===== src/rtl/mem_ls_stage.sv =====
// rtl/mem_ls_stage.sv - pipeline memory stage: load/store issue over a req/addr_ok/data_ok SRAM port
// Optional misaligned h/w access trap when MEM_ALIGN_CHECK_EN is defined (adds ms_ale).
module mem_ls_stage #(
    parameter logic [31:0] RESET_PC = 32'h1c000000,
    parameter int          RF_WE_W  = 4
) (
    input  logic               clk,
    input  logic               reset,
    input  logic               flush,
    input  logic               ds_valid,
    output logic               ms_allow_in,
    input  logic [31:0]        ds_pc,
    input  logic [3:0]         ds_mem_op,
    input  logic [31:0]        ds_addr,
    input  logic [31:0]        ds_st_data,
    input  logic [RF_WE_W-1:0] ds_rf_we,
    input  logic [4:0]         ds_rf_waddr,
    input  logic [31:0]        ds_rf_wdata,
    output logic               data_sram_req,
    output logic [3:0]         data_sram_wstrb,
    output logic [31:0]        data_sram_addr,
    output logic [31:0]        data_sram_wdata,
    input  logic               data_sram_addr_ok,
    input  logic               data_sram_data_ok,
    input  logic [31:0]        data_sram_rdata,
    input  logic               wb_allow_in,
    output logic               ms_to_ws_valid,
    output logic [31:0]        ms_pc,
    output logic [RF_WE_W-1:0] ms_rf_we,
    output logic [4:0]         ms_rf_waddr,
    output logic [31:0]        ms_rf_wdata
`ifdef MEM_ALIGN_CHECK_EN
    ,
    output logic               ms_ale
`endif
);

    typedef enum logic [2:0] {S_IDLE, S_REQ, S_WAIT, S_DONE, S_CANCEL} state_t;
    state_t state;

    logic        is_load, is_store, accept, misalign;
    logic [3:0]  st_strb;
    logic [31:0] st_wdata, ld_shift, ld_result;
    logic        ld_pend, ld_uns;
    logic [1:0]  ld_size, ld_off;
    logic [31:0] req_addr, req_wdata;
    logic [3:0]  req_wstrb;

    always_comb begin
        is_load  = 1'b0;
        is_store = 1'b0;
        case (ds_mem_op)
            4'b0001, 4'b0010, 4'b0011, 4'b1001, 4'b1010: is_load  = 1'b1;
            4'b0100, 4'b0101, 4'b0110:                   is_store = 1'b1;
            default: ;
        endcase
    end

    // Store op low bits: 00 byte, 01 half, 10 word
    always_comb begin
        st_strb  = 4'b0000;
        st_wdata = ds_st_data;
        if (is_store) begin
            case (ds_mem_op[1:0])
                2'b00: begin
                    st_strb  = 4'b0001 << ds_addr[1:0];
                    st_wdata = {4{ds_st_data[7:0]}};
                end
                2'b01: begin
                    st_strb  = ds_addr[1] ? 4'b1100 : 4'b0011;
                    st_wdata = {2{ds_st_data[15:0]}};
                end
                default: st_strb = 4'b1111;
            endcase
        end
    end

`ifdef MEM_ALIGN_CHECK_EN
    logic size_h, size_w, ale_q;
    assign size_h   = is_load ? (ds_mem_op[1:0] == 2'b10) : (ds_mem_op[1:0] == 2'b01);
    assign size_w   = is_load ? (ds_mem_op[1:0] == 2'b11) : (ds_mem_op[1:0] == 2'b10);
    assign misalign = (is_load || is_store) &&
                      ((size_h && ds_addr[0]) || (size_w && (ds_addr[1:0] != 2'b00)));
    assign ms_ale   = ale_q && (state == S_DONE);
`else
    assign misalign = 1'b0;
`endif

    // Load op low bits: 01 byte, 10 half, 11 word; op[3] selects zero-extension
    assign ld_shift = data_sram_rdata >> {ld_off, 3'b000};
    always_comb begin
        case (ld_size)
            2'b01:   ld_result = ld_uns ? {24'd0, ld_shift[7:0]}  : {{24{ld_shift[7]}}, ld_shift[7:0]};
            2'b10:   ld_result = ld_uns ? {16'd0, ld_shift[15:0]} : {{16{ld_shift[15]}}, ld_shift[15:0]};
            default: ld_result = ld_shift;
        endcase
    end

    assign ms_allow_in     = (state == S_IDLE) || ((state == S_DONE) && wb_allow_in);
    assign accept          = ds_valid && ms_allow_in && !flush;
    assign data_sram_req   = (state == S_REQ);
    assign ms_to_ws_valid  = (state == S_DONE);
    assign data_sram_addr  = req_addr;
    assign data_sram_wstrb = req_wstrb;
    assign data_sram_wdata = req_wdata;

    always_ff @(posedge clk or negedge reset) begin
        if (!reset) begin
            state       <= S_IDLE;
            ms_pc       <= RESET_PC;
            ms_rf_we    <= '0;
            ms_rf_waddr <= 5'd0;
            ms_rf_wdata <= 32'd0;
            ld_pend     <= 1'b0;
            ld_uns      <= 1'b0;
            ld_size     <= 2'b00;
            ld_off      <= 2'b00;
            req_addr    <= 32'd0;
            req_wstrb   <= 4'd0;
            req_wdata   <= 32'd0;
`ifdef MEM_ALIGN_CHECK_EN
            ale_q       <= 1'b0;
`endif
        end else begin
            case (state)
                S_IDLE, S_DONE: begin
                    if (flush) begin
                        state <= S_IDLE;
                    end else if (accept) begin
                        ms_pc       <= ds_pc;
                        ms_rf_waddr <= ds_rf_waddr;
                        ms_rf_wdata <= ds_rf_wdata;
                        ms_rf_we    <= (is_store || misalign) ? '0 : ds_rf_we;
                        ld_pend     <= is_load;
                        ld_uns      <= ds_mem_op[3];
                        ld_size     <= ds_mem_op[1:0];
                        ld_off      <= ds_addr[1:0];
                        req_addr    <= ds_addr;
                        req_wstrb   <= st_strb;
                        req_wdata   <= st_wdata;
`ifdef MEM_ALIGN_CHECK_EN
                        ale_q       <= misalign;
`endif
                        state <= ((is_load || is_store) && !misalign) ? S_REQ : S_DONE;
                    end else if ((state == S_DONE) && wb_allow_in) begin
                        state <= S_IDLE;
                    end
                end
                S_REQ: begin
                    // An accepted request still owes a data_ok, so a flush must swallow it
                    if (flush) begin
                        state <= (data_sram_addr_ok && !data_sram_data_ok) ? S_CANCEL : S_IDLE;
                    end else if (data_sram_addr_ok) begin
                        if (data_sram_data_ok) begin
                            state <= S_DONE;
                            if (ld_pend) ms_rf_wdata <= ld_result;
                        end else begin
                            state <= S_WAIT;
                        end
                    end
                end
                S_WAIT: begin
                    if (data_sram_data_ok) begin
                        state <= flush ? S_IDLE : S_DONE;
                        if (!flush && ld_pend) ms_rf_wdata <= ld_result;
                    end else if (flush) begin
                        state <= S_CANCEL;
                    end
                end
                S_CANCEL: begin
                    if (data_sram_data_ok) state <= S_IDLE;
                end
                default: state <= S_IDLE;
            endcase
        end
    end

endmodule


===== config.mk =====
export PLATFORM = sky130hd
export DESIGN_NAME = mem_ls_stage
export DESIGN_NICKNAME = d
export VERILOG_FILES = /design/src/rtl/mem_ls_stage.sv
export SDC_FILE = /design/constraint.sdc
export NUM_CORES = 1
export LEC_CHECK = 0
export ABC_CLOCK_PERIOD_IN_PS = 2700
export CAP_MARGIN = 25
export CORE_UTILIZATION = 35
export CTS_CLUSTER_DIAMETER = 60
export DETAILED_ROUTE_END_ITERATION = 7
export PLACE_DENSITY = 0.74
export SYNTH_ARGS = -nofsm -noshare
export SYNTH_HDL_FRONTEND = slang
export SYNTH_SLANG_ARGS = --single-unit

===== constraint.sdc =====
create_clock -name clk -period 2.7 [get_ports clk]
set_input_delay 0.81 -clock clk [delete_from_list [all_inputs] [get_ports clk]]
set_output_delay 0.81 -clock clk [all_outputs]
set_load 0.01 [all_outputs]

Word-level counts from Yosys, hierarchy flattened
Cells that the tools add are included.
{"block": "op_classes", "add_sub_neg": 0, "n_mul": 0, "div_mod_pow": 0, "n_lt_le_gt_ge": 0, "eq_ne": 27, "shift": 2, "n_mux": 33, "bitwise_logic": 1, "reduce_logical": 18}
{"op": "32-bit 2-to-1 mux", "count": 11}
{"op": "32-bit one-hot mux with 2 select lines", "count": 2}
{"op": "32-bit one-hot mux with 3 select lines", "count": 1}
{"op": "32-bit by 5-bit right shift with 32-bit output", "count": 1}
{"op": "3-bit 2-to-1 mux", "count": 9}
{"op": "4-bit by 3-bit == test with 1-bit output, second input constant", "count": 3}
{"op": "4-bit 2-to-1 mux", "count": 3}
{"op": "2-bit != test, second input constant", "count": 6}
{"op": "3-bit one-hot mux with 4 select lines", "count": 1}
{"op": "9-bit AND reduction", "count": 1}
{"op": "4-bit by 2-bit == test with 1-bit output, second input constant", "count": 2}
{"op": "4-bit == test, second input constant", "count": 2}
{"op": "4-bit one-hot mux with 2 select lines", "count": 1}
{"op": "3-bit by 2-bit == test with 1-bit output, second input constant", "count": 2}
{"op": "2-bit by 1-bit != test with 1-bit output, second input constant", "count": 3}
{"op": "1-bit logical AND", "count": 5}
{"op": "5-bit OR reduction", "count": 1}
{"op": "2-bit by 1-bit == test with 1-bit output, second input constant", "count": 2}
{"op": "4-bit by 1-bit == test with 1-bit output, second input constant", "count": 1}
{"op": "2-bit 2-to-1 mux", "count": 2}
{"op": "4-bit != test, second input constant", "count": 1}
{"op": "4-bit AND reduction", "count": 1}
{"op": "1-bit by 2-bit left shift with 4-bit output, first input constant", "count": 1}
{"op": "3-bit by 1-bit == test with 1-bit output, second input constant", "count": 1}
{"op": "14 further kinds", "count": 18}
{"block": "word_totals", "regBits": 150, "latchBits": 0, "mem_bits_rw": 0, "romBits": 0, "inputBits": 180, "output_inout_bits": 144, "memories": 0}

Logic depth before layout (Yosys ltp)
{"block": "logic_depth", "word_depth": 8, "mapped_depth": 9, "ltp_nobuf": 7}

Least setup slack after synthesis
Ideal clock, no wire load.
{"block": "synth_path", "path_type": "input to register", "start": "in data_sram_rdata[31]", "end": "reg ms_rf_wdata[29]", "setup_time_ns": 0.127, "t_arrival_ns": 2.107, "slack_ns": 0.466, "path_stages": 5, "n_path_buf": 0, "cell_sequence": "mux4_2 > a311oi_4 > o21ai_4 > nor2_8 > a211oi_1"}
{"block": "synth_between", "elab_chain_len": 8}
{"element": "start: declaration", "line": "25", "rtl": "input logic [31:0] data_sram_rdata,"}
{"element": "32-bit by 5-bit right shift with 32-bit output *", "line": "90", "rtl": "assign ld_shift = data_sram_rdata >> {ld_off, 3'b000};"}
{"element": "32-bit 2-to-1 mux, on equally long branches", "line": "94, 93"}
{"element": "32-bit one-hot mux with 2 select lines *", "line": "92", "rtl": "case (ld_size)"}
{"element": "32-bit 2-to-1 mux", "line": "156", "rtl": "if (ld_pend) ms_rf_wdata <= ld_result;"}
{"element": "32-bit 2-to-1 mux", "line": "154", "rtl": "if (data_sram_data_ok) begin"}
{"element": "32-bit 2-to-1 mux", "line": "153", "rtl": "end else if (data_sram_addr_ok) begin"}
{"element": "32-bit 2-to-1 mux", "line": "151", "rtl": "if (flush) begin"}
{"element": "32-bit one-hot mux with 3 select lines *", "line": "125", "rtl": "case (state)"}
{"element": "end signal: assignment", "line": "132", "rtl": "ms_rf_wdata <= ds_rf_wdata;"}
{"element": "end signal: assignment", "line": "156"}
{"element": "end signal: assignment", "line": "165", "rtl": "if (!flush && ld_pend) ms_rf_wdata <= ld_result;"}
{"element": "end: declaration", "line": "31", "rtl": "output logic [31:0] ms_rf_wdata"}
Every way passes the cells marked *; elsewhere a longest branch is shown, timed or not. The select of a mux whose other input is x is not followed.
A chain may end at the register's enable or synchronous reset.

Worst setup path in the final report
{"block": "layout_path", "start": "reg state[1]", "end": "out data_sram_req"}
{"block": "layout_between", "elab_chain_len": 1}
{"element": "start: declaration", "line": "39", "rtl": "state_t state;"}
{"element": "start signal: assignment", "line": "144", "rtl": "state <= ((is_load || is_store) && !misalign) ? S_REQ : S_DONE;"}
{"element": "start signal: assignment", "line": "152", "rtl": "state <= (data_sram_addr_ok && !data_sram_data_ok) ? S_CANCEL : S_IDLE;"}
{"element": "start signal: assignment", "line": "164", "rtl": "state <= flush ? S_IDLE : S_DONE;"}
{"element": "3-bit by 1-bit == test with 1-bit output", "line": "101", "rtl": "assign data_sram_req = (state == S_REQ);"}
{"element": "end: declaration", "line": "19", "rtl": "output logic data_sram_req,"}
No other way between the ends.

==> out/metrics.cfg <==
[worst_setup_path]
crit_type=flop to primary output
crit_fanout=9
critical_path_required_ps=1890
cp.arrival_ps=1740
endpoint_kind=primary output
startpoint_type=flop

[final_layout]
diodes=0
multiInputGateArea_mm2=0.002963
final_cells=1376
fin_nets=1285
design_area_mm2=0.01122
drive_above_1_share_pct=7.706
seq_area_mm2=0.003707
n_fill_cell=1626
syn2layout_area_growth_pct=63.52
postLayoutCoreUtil_pct=59.17

[global_route]
grt_pass1_wl_um=35810
track_usage_pct=23.41
grt_pass1_vias=6611
antenna_found_initial=0
grt_max_degree=87
overflow=0

[clock_network]
max-clock-path-buffers=2
cts.sinks=148
cts_tree=done
cts_htree_levels=4
cts_made_buffers=17
clockRootBuffer=clkbuf_16
cts_hold_buffers=0
path_clk_slew_ps=70
clk_latency_ps=420

[pwr]
p_seq_share_pct=31.5
p_per_area_mw_per_mm2=1106
power_frac_comb_pct=49.0
p_sw_share_pct=37.28
leakage_nw=5.041
p_sw_mw=4.626
peakVddDrop_uv=505.7
pwr-share-clk_pct=19.6
intPower_mw=7.782

[yosys]
synth_cells=777
synth_seq_cells=148
syn_nets=959
syn-cell-area_mm2=0.006859
ys_seq_area_share_pct=54.05
yosysWarnings=0
synth_cell_types=38
syn_area_per_cell_um2=8.828

[timing]
fin_crit_sh_pct=94.47
clock.fmax_mhz=392.0
max_slew_margin_pct=63.91
fin_skew_ps=9.817
tightest_slew_ps=535.7
setup_ws_ps=149.2
setup_viol_count_final=0
maxSlewViolCount=0
rsz0062_at_grt=false
fin_setup_tns_ps=0
min_period_ps=2551
hold_violations=0

[detailed_routing]
vias=6576
drcViolationCount=0
ant_nets=0
dr.pass1.iters=4
vias_per_cell=4.779
wl_um=23210
drt-initial-drc-count=308
wl_per_cell_um=16.87

[floorplanning]
die_y_um=142.0
core_area_mm2=0.01896
io_pins=324
rows=50
start_util_pct=36.18
die_width_um=142.0
dieArea_mm2=0.02016

[placement]
place.gp.congestion=0.8981
dp_hpwl_um=17290
placed_area_mm2=0.01059
dpl.cell_count=1343
pre_cts_ws_ps=-445.0
port_buffers=323

[job]
maxCapViolations=0

[run_status]
outcome=complete, no violations

[min_path]
hold_class=input port to asynchronous set/reset pin

[Yosys cell counts, drive strengths merged]
cell     number  area [µm²]
a211oi       15       112.6
a21oi        13       65.06
a2bb2oi       8       70.07
a311oi        1       26.28
a31oi         1       6.260
a41o          1       10.01
a41oi         1       8.760
and2          1       6.260
and3          1       6.260
buf          21       111.4
clkbuf       31       116.4
dfrtp       145        3628
dfstp         3       78.83
ha            2       25.02
inv           4       15.01
mux2i        47       470.5
mux4          2       45.04
nand2       319        1197
nand2b        2       12.51
nand3         5       25.02
nand3b        3       22.52
nor2         33       140.1
nor2b        12       75.07
nor3         10       50.05
nor3b         1       7.510
o21a          1       7.510
o21ai        75       386.6
o21ba         1       10.01
o22ai         9       56.30
o31ai         6       45.04
or2           1       6.260
or3           1       6.260
xnor2         1       8.760
[power by group through the flow]
stage          registers [mW]  clock network [mW]  logic, mW
2_1_floorplan            4.27                   0       2.43
3_3_place_gp             3.89                   0       5.99
3_5_place_dp             3.93                   0       6.08
4_1_cts                  3.91                2.47       6.13
5_1_grt                  4.03                2.58       6.62
6_report                 3.91                2.43       6.07
[what timing repair did]
action / in CTS / in global routing
pin swaps: 1 / 0
resized for setup: 8 / 2
setup buffers: 1 / 0
endpoints found under the setup margin: 1 / 1
[worst max-delay path, cell delays in order, from the launching register on]
cell             delay (ps)
dfrtp_1                 480
inv_1                   120
nand2_1                  70
nor2_1                   80
clkdlybuf4s50_1         570
[through the flow]
| step | power (mW) | hold slack [ps] |
|---|---|---|
| after floorplan | 6.703 | 446.4 |
| after global placement | 9.875 | 446.4 |
| after detailed placement | 10.01 | 449.3 |
| after CTS | 12.52 | 277.8 |
| after global routing | 13.24 | 290.7 |
| final | 12.41 | 284.3 |
[cells by family after synthesis]
| group | after synthesis | share of synthesized area [%] |
|---|---|---|
| DFF | 148 | 54.05 |
| AOI/OAI and AO/OA | 132 | 11.73 |
| muxes | 49 | 7.515 |
| adders and majority gates | 2 | 0.3648 |
| and+or+nand+nor | 389 | 22.67 |
| xor gates and xnor gates | 1 | 0.1277 |
| buffers and inverters | 56 | 3.539 |
[registers in the layout (all words and copies together) (netlist names)]
register,flops
ms_rf_waddr,5
ms_rf_wdata,32
ld_uns,1
ld_pend,1
data_sram_wdata,32
data_sram_addr,31
ms_pc,32
data_sram_wstrb,4
ms_rf_we,4
ld_size,2
state,3
ld_off,1
[metal layers]
| layer | vias to the layer above | part of all wire, % | track usage (%) |
|---|---|---|---|
| met4 | 0 | 3.2 | 10.41 |
| met3 | 43 | 8.5 | 7.234 |
| li1 | 3214 | - | - |
| met2 | 280 | 48 | 38.57 |
| met1 | 3039 | 41 | 28.11 |
| met5 | - | 0 | 0 |
[area by class of cell]
type	count	share of cell area [%]
Tap cell	260	2.900
Timing Repair Buffer	359	32.17
Multi-Input combinational cell	573	26.42
Clock inverter	14	1.495
Sequential cell	148	33.05
Inverter	4	0.1339
Clock buffer	18	3.826
[cells in the final DEF (no fill, tap or decap), drive strengths merged, types with 2 or more instances in the layout]
master	instances
o31ai	6
o21ai	75
clkbuf	18
mux2i	47
o22ai	9
dfstp	3
clkinvlp	4
a211oi	15
nand2	319
nand2b	2
nor2	33
a21oi	13
clkdlybuf4s50	320
nor3	10
bufinv	2
inv	11
dfrtp	145
nand3	5
buf	38
nand3b	3
ha	2
a2bb2oi	8
nor2b	12
mux4	2
[final timing paths]
check | start | to | slack (ps) | depth (start not counted)
min in group clk | ms_pc[26] | ms_pc[26] | 460 | 2
max in group asynchronous | reset | ms_pc[10] | 1720 | 2
min reg2reg | ms_pc[26] | ms_pc[26] | 460 | 2
min | reset | ms_rf_wdata[6] | 280 | 1
max | state[1] | data_sram_req | 150 | 4
max reg2reg | data_sram_addr[1] | ms_rf_wdata[27] | 580 | 5
(Power assumes the default switching activity.)
